--- src/rtl/axi_revision_fetch_pkg.sv ---
// ---------------------------------------------------------------------------
// axi_revision_fetch_pkg
// Shared definitions for the revision-word fetch master: FSM state encoding,
// AXI read-response codes and the register index map.  The revision-register
// slave uses the same index map, so both sides agree on word order.
// ---------------------------------------------------------------------------
package axi_revision_fetch_pkg;

   typedef enum logic [2:0] {
      ST_IDLE   = 3'd0,
      ST_ADDR   = 3'd1,
      ST_DATA   = 3'd2,
      ST_COMMIT = 3'd3,
      ST_FAIL   = 3'd4
   } fetch_state_t;

   localparam logic [1:0] RESP_OKAY   = 2'b00;
   localparam logic [1:0] RESP_SLVERR = 2'b10;

   localparam logic [2:0] IDX_MAJOR = 3'd0;
   localparam logic [2:0] IDX_MINOR = 3'd1;
   localparam logic [2:0] IDX_BUILD = 3'd2;
   localparam logic [2:0] IDX_RCAND = 3'd3;
   localparam logic [2:0] IDX_DATE  = 3'd4;

   localparam int NUM_REGS = 5;

endpackage

--- src/rtl/axi_revision_fetch.sv ---
// ---------------------------------------------------------------------------
// axi_revision_fetch
// AXI4-Lite read master that fetches the five revision words (major, minor,
// build, release-candidate, date) and presents them as a stable snapshot.
// A snapshot is only committed when all five reads return OKAY; a bad
// response or a per-transaction timeout leaves the previous snapshot intact.
//
// Ports:
//   AXI_ACLK, AXI_ARESETN      clock, asynchronous active-low reset
//   start                      one-cycle fetch request (ignored while busy)
//   busy                       fetch in progress
//   done                       one-cycle pulse on successful commit
//   error, err_index           sticky failure flag and failing register index
//   valid                      at least one snapshot committed
//   rev_major..rev_date        committed snapshot
//   M_AXI_AR*, M_AXI_R*        AXI4-Lite read address / read data channels
// ---------------------------------------------------------------------------
module axi_revision_fetch
   import axi_revision_fetch_pkg::*;
#(
   parameter int M_AXI_ADDR_WIDTH = 5,
   parameter int M_AXI_DATA_WIDTH = 32,
   parameter int BASE_ADDR        = 0,
   parameter bit AUTO_START       = 1'b1,
   parameter int TIMEOUT_CYCLES   = 1024
) (
   input  logic                        AXI_ACLK,
   input  logic                        AXI_ARESETN,
   input  logic                        start,
   output logic                        busy,
   output logic                        done,
   output logic                        error,
   output logic [2:0]                  err_index,
   output logic                        valid,
   output logic [M_AXI_DATA_WIDTH-1:0] rev_major,
   output logic [M_AXI_DATA_WIDTH-1:0] rev_minor,
   output logic [M_AXI_DATA_WIDTH-1:0] rev_build,
   output logic [M_AXI_DATA_WIDTH-1:0] rev_rcand,
   output logic [M_AXI_DATA_WIDTH-1:0] rev_date,
   output logic [M_AXI_ADDR_WIDTH-1:0] M_AXI_ARADDR,
   output logic                        M_AXI_ARVALID,
   output logic [2:0]                  M_AXI_ARPROT,
   input  logic                        M_AXI_ARREADY,
   input  logic [M_AXI_DATA_WIDTH-1:0] M_AXI_RDATA,
   input  logic [1:0]                  M_AXI_RRESP,
   input  logic                        M_AXI_RVALID,
   output logic                        M_AXI_RREADY
);

   localparam int CNT_W = $clog2(TIMEOUT_CYCLES + 1);
   localparam logic [CNT_W-1:0] TMO_LAST = CNT_W'(TIMEOUT_CYCLES - 1);
   localparam logic [M_AXI_ADDR_WIDTH-1:0] BASE = M_AXI_ADDR_WIDTH'(BASE_ADDR);

   fetch_state_t                state, state_nxt;
   logic [2:0]                  idx;
   logic                        auto_pend;
   logic [CNT_W-1:0]            tmo_cnt;
   logic                        tmo_hit;
   logic                        launch;    // IDLE -> ADDR for index 0
   logic                        advance;   // DATA -> ADDR for the next index
   logic                        capture;   // OKAY beat, store into shadow
   logic [M_AXI_DATA_WIDTH-1:0] shadow [NUM_REGS];

   function automatic logic [M_AXI_ADDR_WIDTH-1:0] addr_of(input logic [2:0] i);
      return BASE + M_AXI_ADDR_WIDTH'({i, 2'b00});
   endfunction

   assign busy         = (state != ST_IDLE);
   assign M_AXI_ARPROT = 3'b000;
   // Combinational so a beat already waiting is accepted on the first DATA cycle.
   assign M_AXI_RREADY = (state == ST_DATA);
   assign tmo_hit      = (tmo_cnt == TMO_LAST);

   always_ff @(posedge AXI_ACLK or negedge AXI_ARESETN) begin
      if (!AXI_ARESETN) state <= ST_IDLE;
      else              state <= state_nxt;
   end

   always_comb begin
      state_nxt = state;
      launch    = 1'b0;
      advance   = 1'b0;
      capture   = 1'b0;
      case (state)
         ST_IDLE: begin
            if (start || auto_pend) begin
               state_nxt = ST_ADDR;
               launch    = 1'b1;
            end
         end
         ST_ADDR: begin
            if (M_AXI_ARREADY)  state_nxt = ST_DATA;
            else if (tmo_hit)   state_nxt = ST_FAIL;
         end
         ST_DATA: begin
            if (M_AXI_RVALID) begin
               if (M_AXI_RRESP == RESP_OKAY) begin
                  capture = 1'b1;
                  if (idx == IDX_DATE) begin
                     state_nxt = ST_COMMIT;
                  end else begin
                     state_nxt = ST_ADDR;
                     advance   = 1'b1;
                  end
               end else begin
                  state_nxt = ST_FAIL;
               end
            end else if (tmo_hit) begin
               state_nxt = ST_FAIL;
            end
         end
         ST_COMMIT: state_nxt = ST_IDLE;
         ST_FAIL:   state_nxt = ST_IDLE;
         default:   state_nxt = ST_IDLE;
      endcase
   end

   // Control: index, timeout, AR channel, status flags
   always_ff @(posedge AXI_ACLK or negedge AXI_ARESETN) begin
      if (!AXI_ARESETN) begin
         auto_pend     <= AUTO_START;
         idx           <= 3'd0;
         tmo_cnt       <= '0;
         M_AXI_ARVALID <= 1'b0;
         M_AXI_ARADDR  <= '0;
         done          <= 1'b0;
         error         <= 1'b0;
         err_index     <= 3'd0;
      end else begin
         // Auto-start only gets the very first cycle after reset.
         auto_pend     <= 1'b0;
         // ARVALID is high exactly in ADDR; this also drops it on timeout.
         M_AXI_ARVALID <= (state_nxt == ST_ADDR);
         done          <= (state == ST_COMMIT);
         if (launch) begin
            idx          <= 3'd0;
            tmo_cnt      <= '0;
            M_AXI_ARADDR <= addr_of(3'd0);
            error        <= 1'b0;
         end else if (advance) begin
            idx          <= 3'(idx + 3'd1);
            tmo_cnt      <= '0;
            M_AXI_ARADDR <= addr_of(3'(idx + 3'd1));
         end else if (state == ST_ADDR || state == ST_DATA) begin
            tmo_cnt <= tmo_cnt + 1'b1;
         end
         if (state == ST_FAIL) begin
            error     <= 1'b1;
            err_index <= idx;
         end
      end
   end

   // Shadow capture: data only, no reset needed
   always_ff @(posedge AXI_ACLK) begin
      if (capture) shadow[idx] <= M_AXI_RDATA;
   end

   // Commit: snapshot becomes visible on the same edge that raises done
   always_ff @(posedge AXI_ACLK or negedge AXI_ARESETN) begin
      if (!AXI_ARESETN) begin
         valid     <= 1'b0;
         rev_major <= '0;
         rev_minor <= '0;
         rev_build <= '0;
         rev_rcand <= '0;
         rev_date  <= '0;
      end else if (state == ST_COMMIT) begin
         valid     <= 1'b1;
         rev_major <= shadow[IDX_MAJOR];
         rev_minor <= shadow[IDX_MINOR];
         rev_build <= shadow[IDX_BUILD];
         rev_rcand <= shadow[IDX_RCAND];
         rev_date  <= shadow[IDX_DATE];
      end
   end

endmodule

--- config.mk ---
export PLATFORM = sky130hd
export DESIGN_NAME = axi_revision_fetch
export DESIGN_NICKNAME = d
export VERILOG_FILES = /design/src/rtl/axi_revision_fetch_pkg.sv /design/src/rtl/axi_revision_fetch.sv
export SDC_FILE = /design/constraint.sdc
export NUM_CORES = 1
export LEC_CHECK = 0
export CORE_AREA = 2 2 164 166
export CTS_CLUSTER_DIAMETER = 200
export CTS_CLUSTER_SIZE = 24
export DETAILED_ROUTE_END_ITERATION = 8
export DIE_AREA = 0 0 166 168
export PLACE_DENSITY = 0.75
export SLEW_MARGIN = 20
export SYNTH_ARGS = -nofsm -noshare
export SYNTH_HDL_FRONTEND = slang
export SYNTH_SLANG_ARGS = --single-unit
--- constraint.sdc ---
create_clock -name AXI_ACLK -period 4.65 [get_ports AXI_ACLK]
set_input_delay 0.465 -clock AXI_ACLK [delete_from_list [all_inputs] [get_ports AXI_ACLK]]
set_output_delay 0.465 -clock AXI_ACLK [all_outputs]
set_load 0.01 [all_outputs]
==> impl_metrics.json <==
{
  "outcome": "finished, final reports clean",
  "rsz0062_at_grt": "false",
  "antennaDiodeCount": 0,
  "synth-edff-count": 160,
  "viasPerCell": 4.87,
  "grt_use_met3": 0.0329,
  "placed_cell_area_mm2": 0.0146,
  "grt_max_degree": 120,
  "die_w_um": 166,
  "clock_skew_ns": 0.0196,
  "nNetsFinal": 1208,
  "die_h_um": 168,
  "power_frac_seq": 0.481,
  "switching_power_w": 0.00287,
  "ys_warn_count": 0,
  "syn2layout_area_growth_pct": 24.7,
  "worst_setup_path_start_kind": "register",
  "numCtsBuffers": 18,
  "pwr-share-clk": 0.188,
  "cts_hold_buf": 0,
  "post_cts_resized": 0,
  "grt_usage": 0.181,
  "drive_above_1_share": 0.0416,
  "drc": 0,
  "period_share": 0.531,
  "finalWirelength_um": 25300,
  "cts-htree-levels": 1,
  "power.density_mw_per_mm2": 599,
  "maxSlewViolCount": 0,
  "coreArea_mm2": 0.0264,
  "cp_max_fo": 8,
  "dr_total_vias": 7403,
  "finalSetupViolations": 0,
  "clkSinkCount": 345,
  "netlist_area_mm2": 0.0121,
  "start_util": 0.460,
  "syn_avg_cell_area_um2": 12.6,
  "multi_input_area_mm2": 0.00247,
  "max_freq_mhz": 405,
  "die-area_mm2": 0.0279,
  "postCtsSetupBuffers": 0,
  "gp_congestion": 0.780,
  "synthTopCellsByCount": "487 x nand2_1, 184 x dfrtp_1, 160 x edfxtp_1, 23 x buf_2, 17 x nor2_1",
  "grt_pass1_wl_um": 40400,
  "seq_area_mm2": 0.00944,
  "fillCellCount": 2132,
  "p_comb_frac": 0.332,
  "crit_required_ns": 4.18,
  "ys.flop_type": "dfrtp_1",
  "swShare": 0.317,
  "yosysTopAreaCell": "edfxtp_1",
  "routedWlPerCell_um": 16.6,
  "fin_area_mm2": 0.0151,
  "yosysTopAreaCellShare": 0.397,
  "cts_tree": "done",
  "critPathKind": "reg -> out",
  "crit_slowest_cell": "clkdlybuf4s50_1",
  "grt_pass1_vias": 7492,
  "endpoint_kind": "output port",
  "yosysUniqueCellTypes": 42,
  "portBuffers": 210,
  "ant_nets": 0,
  "num_rows": 60,
  "pin_count": 216,
  "synth-async-reset-ratio": 0.536,
  "overflow": 0,
  "dr.pass1.iters": 5,
  "synth_seq_cells": 345,
  "path_clk_slew_ns": 0.09,
  "tightest_slew_ns": 0.863,
  "yosys-top-cells-area": "edfxtp_1 40%, dfrtp_1 38%, nand2_1 15%",
  "dp_hpwl_um": 16400,
  "grtUsageMet1": 0.238,
  "initialDrtViolationCount": 744,
  "worstPathBufferInverterCount": 1,
  "synthCells": 963,
  "final.setup.tns_ns": 0,
  "min_period_ns": 2.47,
  "crit_arrival_ns": 2.00,
  "internal_power_w": 0.00618,
  "cts_root_buffer": "clkbuf_16",
  "maxCapViolCount": 0,
  "slowest_delay_ns": 0.62,
  "report.final.hold_viol_count": 0,
  "antenna_found_initial": 0,
  "ys_seq_area_frac": 0.779,
  "grtUsageMet2": 0.313,
  "clock_path_buffers": 3,
  "relSlewSlack": 0.424,
  "p_leak_nw": 6.51,
  "insertion_delay_ns": 0.50,
  "hold_class": "in -> async",
  "grt_busiest_layer": "met2",
  "peakVddDrop_uv": 279,
  "synthMostInstantiatedCell": "nand2_1",
  "cp_top_family": "buffers and inverters",
  "path_cells": "nor3b_2 > clkdlybuf4s50_1"
}
## final timing paths
path	slack [ns]	depth (start not counted)	endpoint	start
max	2.18	2	M_AXI_RREADY	state[0]$_DFF_PN0_
max in group asynchronous	3.67	2	auto_pend$_DFF_PN1_	AXI_ARESETN
max reg2reg	2.32	5	rev_date[3]$_DFFE_PN0P_	state[2]$_DFF_PN0_
min	0.01	1	rev_rcand[13]$_DFFE_PN0P_	AXI_ARESETN
min reg2reg	0.44	2	rev_minor[23]$_DFFE_PN0P_	shadow[1][23]$_DFFE_PP_
min in group AXI_ACLK	0.44	2	rev_minor[23]$_DFFE_PN0P_	shadow[1][23]$_DFFE_PP_
## worst reg2reg max path: stages (launching register included)
cell      delay [ns]
dfrtp_1         0.49
nand3b_1        0.32
inv_6           0.66
buf_4           0.60
nand2_1         0.13
nand2_1         0.08
## stage by stage
step                       util  cells  worst slack, ns  total power (W)  hold slack [ns]
after global routing      0.573   1519             2.07          0.00960           0.0813
after CTS                 0.573   1519             2.11          0.00916           0.0547
after detailed placement  0.553   1487             1.82          0.00746            0.421
after floorplan               -    968          -0.0423          0.00570            0.169
after global placement    0.553   1487             1.89          0.00735            0.417
final                     0.573   1519             2.18          0.00904           0.0139
## logic make-up after synthesis
kind of cell / synth area share
fa+ha+maj: 0.00310
mux: 0.00362
compound gates: 0.00692
other cells: 0.000310
flops: 0.779
buf+inv: 0.0213
simple gates: 0.177
xor+xnor: 0.00868
## power by group through the flow
| stage | clock (W) | sequential [W] | combinational (W) |
|---|---|---|---|
| floorplan | 0 | 0.00458 | 0.00112 |
| global placement | 0 | 0.00440 | 0.00295 |
| detailed placement | 0 | 0.00442 | 0.00304 |
| CTS | 0.00174 | 0.00437 | 0.00305 |
| global route | 0.00185 | 0.00443 | 0.00331 |
| finish | 0.00170 | 0.00435 | 0.00300 |
## layout make-up
class	count	area share
Inverter	5	0.00157
Timing Repair Buffer	222	0.146
Clock inverter	1	0.00108
Multi-Input combinational cell	574	0.163
Clock buffer	31	0.0345
Tap cell	341	0.0283
Sequential cell	345	0.625
## placed cells by master, fill, tap and decap left out, types with 4 or more instances in the layout
cell and instances:
buf_4 11, clkbuf_1 12, clkbuf_16 19, clkdlybuf4s50_1 209, conb_1 6, dfrtp_1 184
edfxtp_1 160, inv_1 4, nand2_1 487, nand3_1 6, nor2_1 17, nor4_2 5
xnor2_1 9
## routing by layer
metal | up-vias | wire, µm | share of wire
met3 | 37 | 1380 | 0.055
met4 | 0 | 599 | 0.024
met2 | 203 | 12600 | 0.50
li1 | 3509 | - | -
met1 | 3654 | 10600 | 0.42
met5 | - | 0 | 0
## state kept, by name, summed over array words and instances, names as in the netlist, 3 cells and up
name	cells
shadow	160
rev_build	32
rev_date	32
rev_major	32
rev_minor	32
rev_rcand	32
tmo_cnt	11
err_index	3
idx	3
state	3
Note: power is estimated with default switching activity, not from simulation.
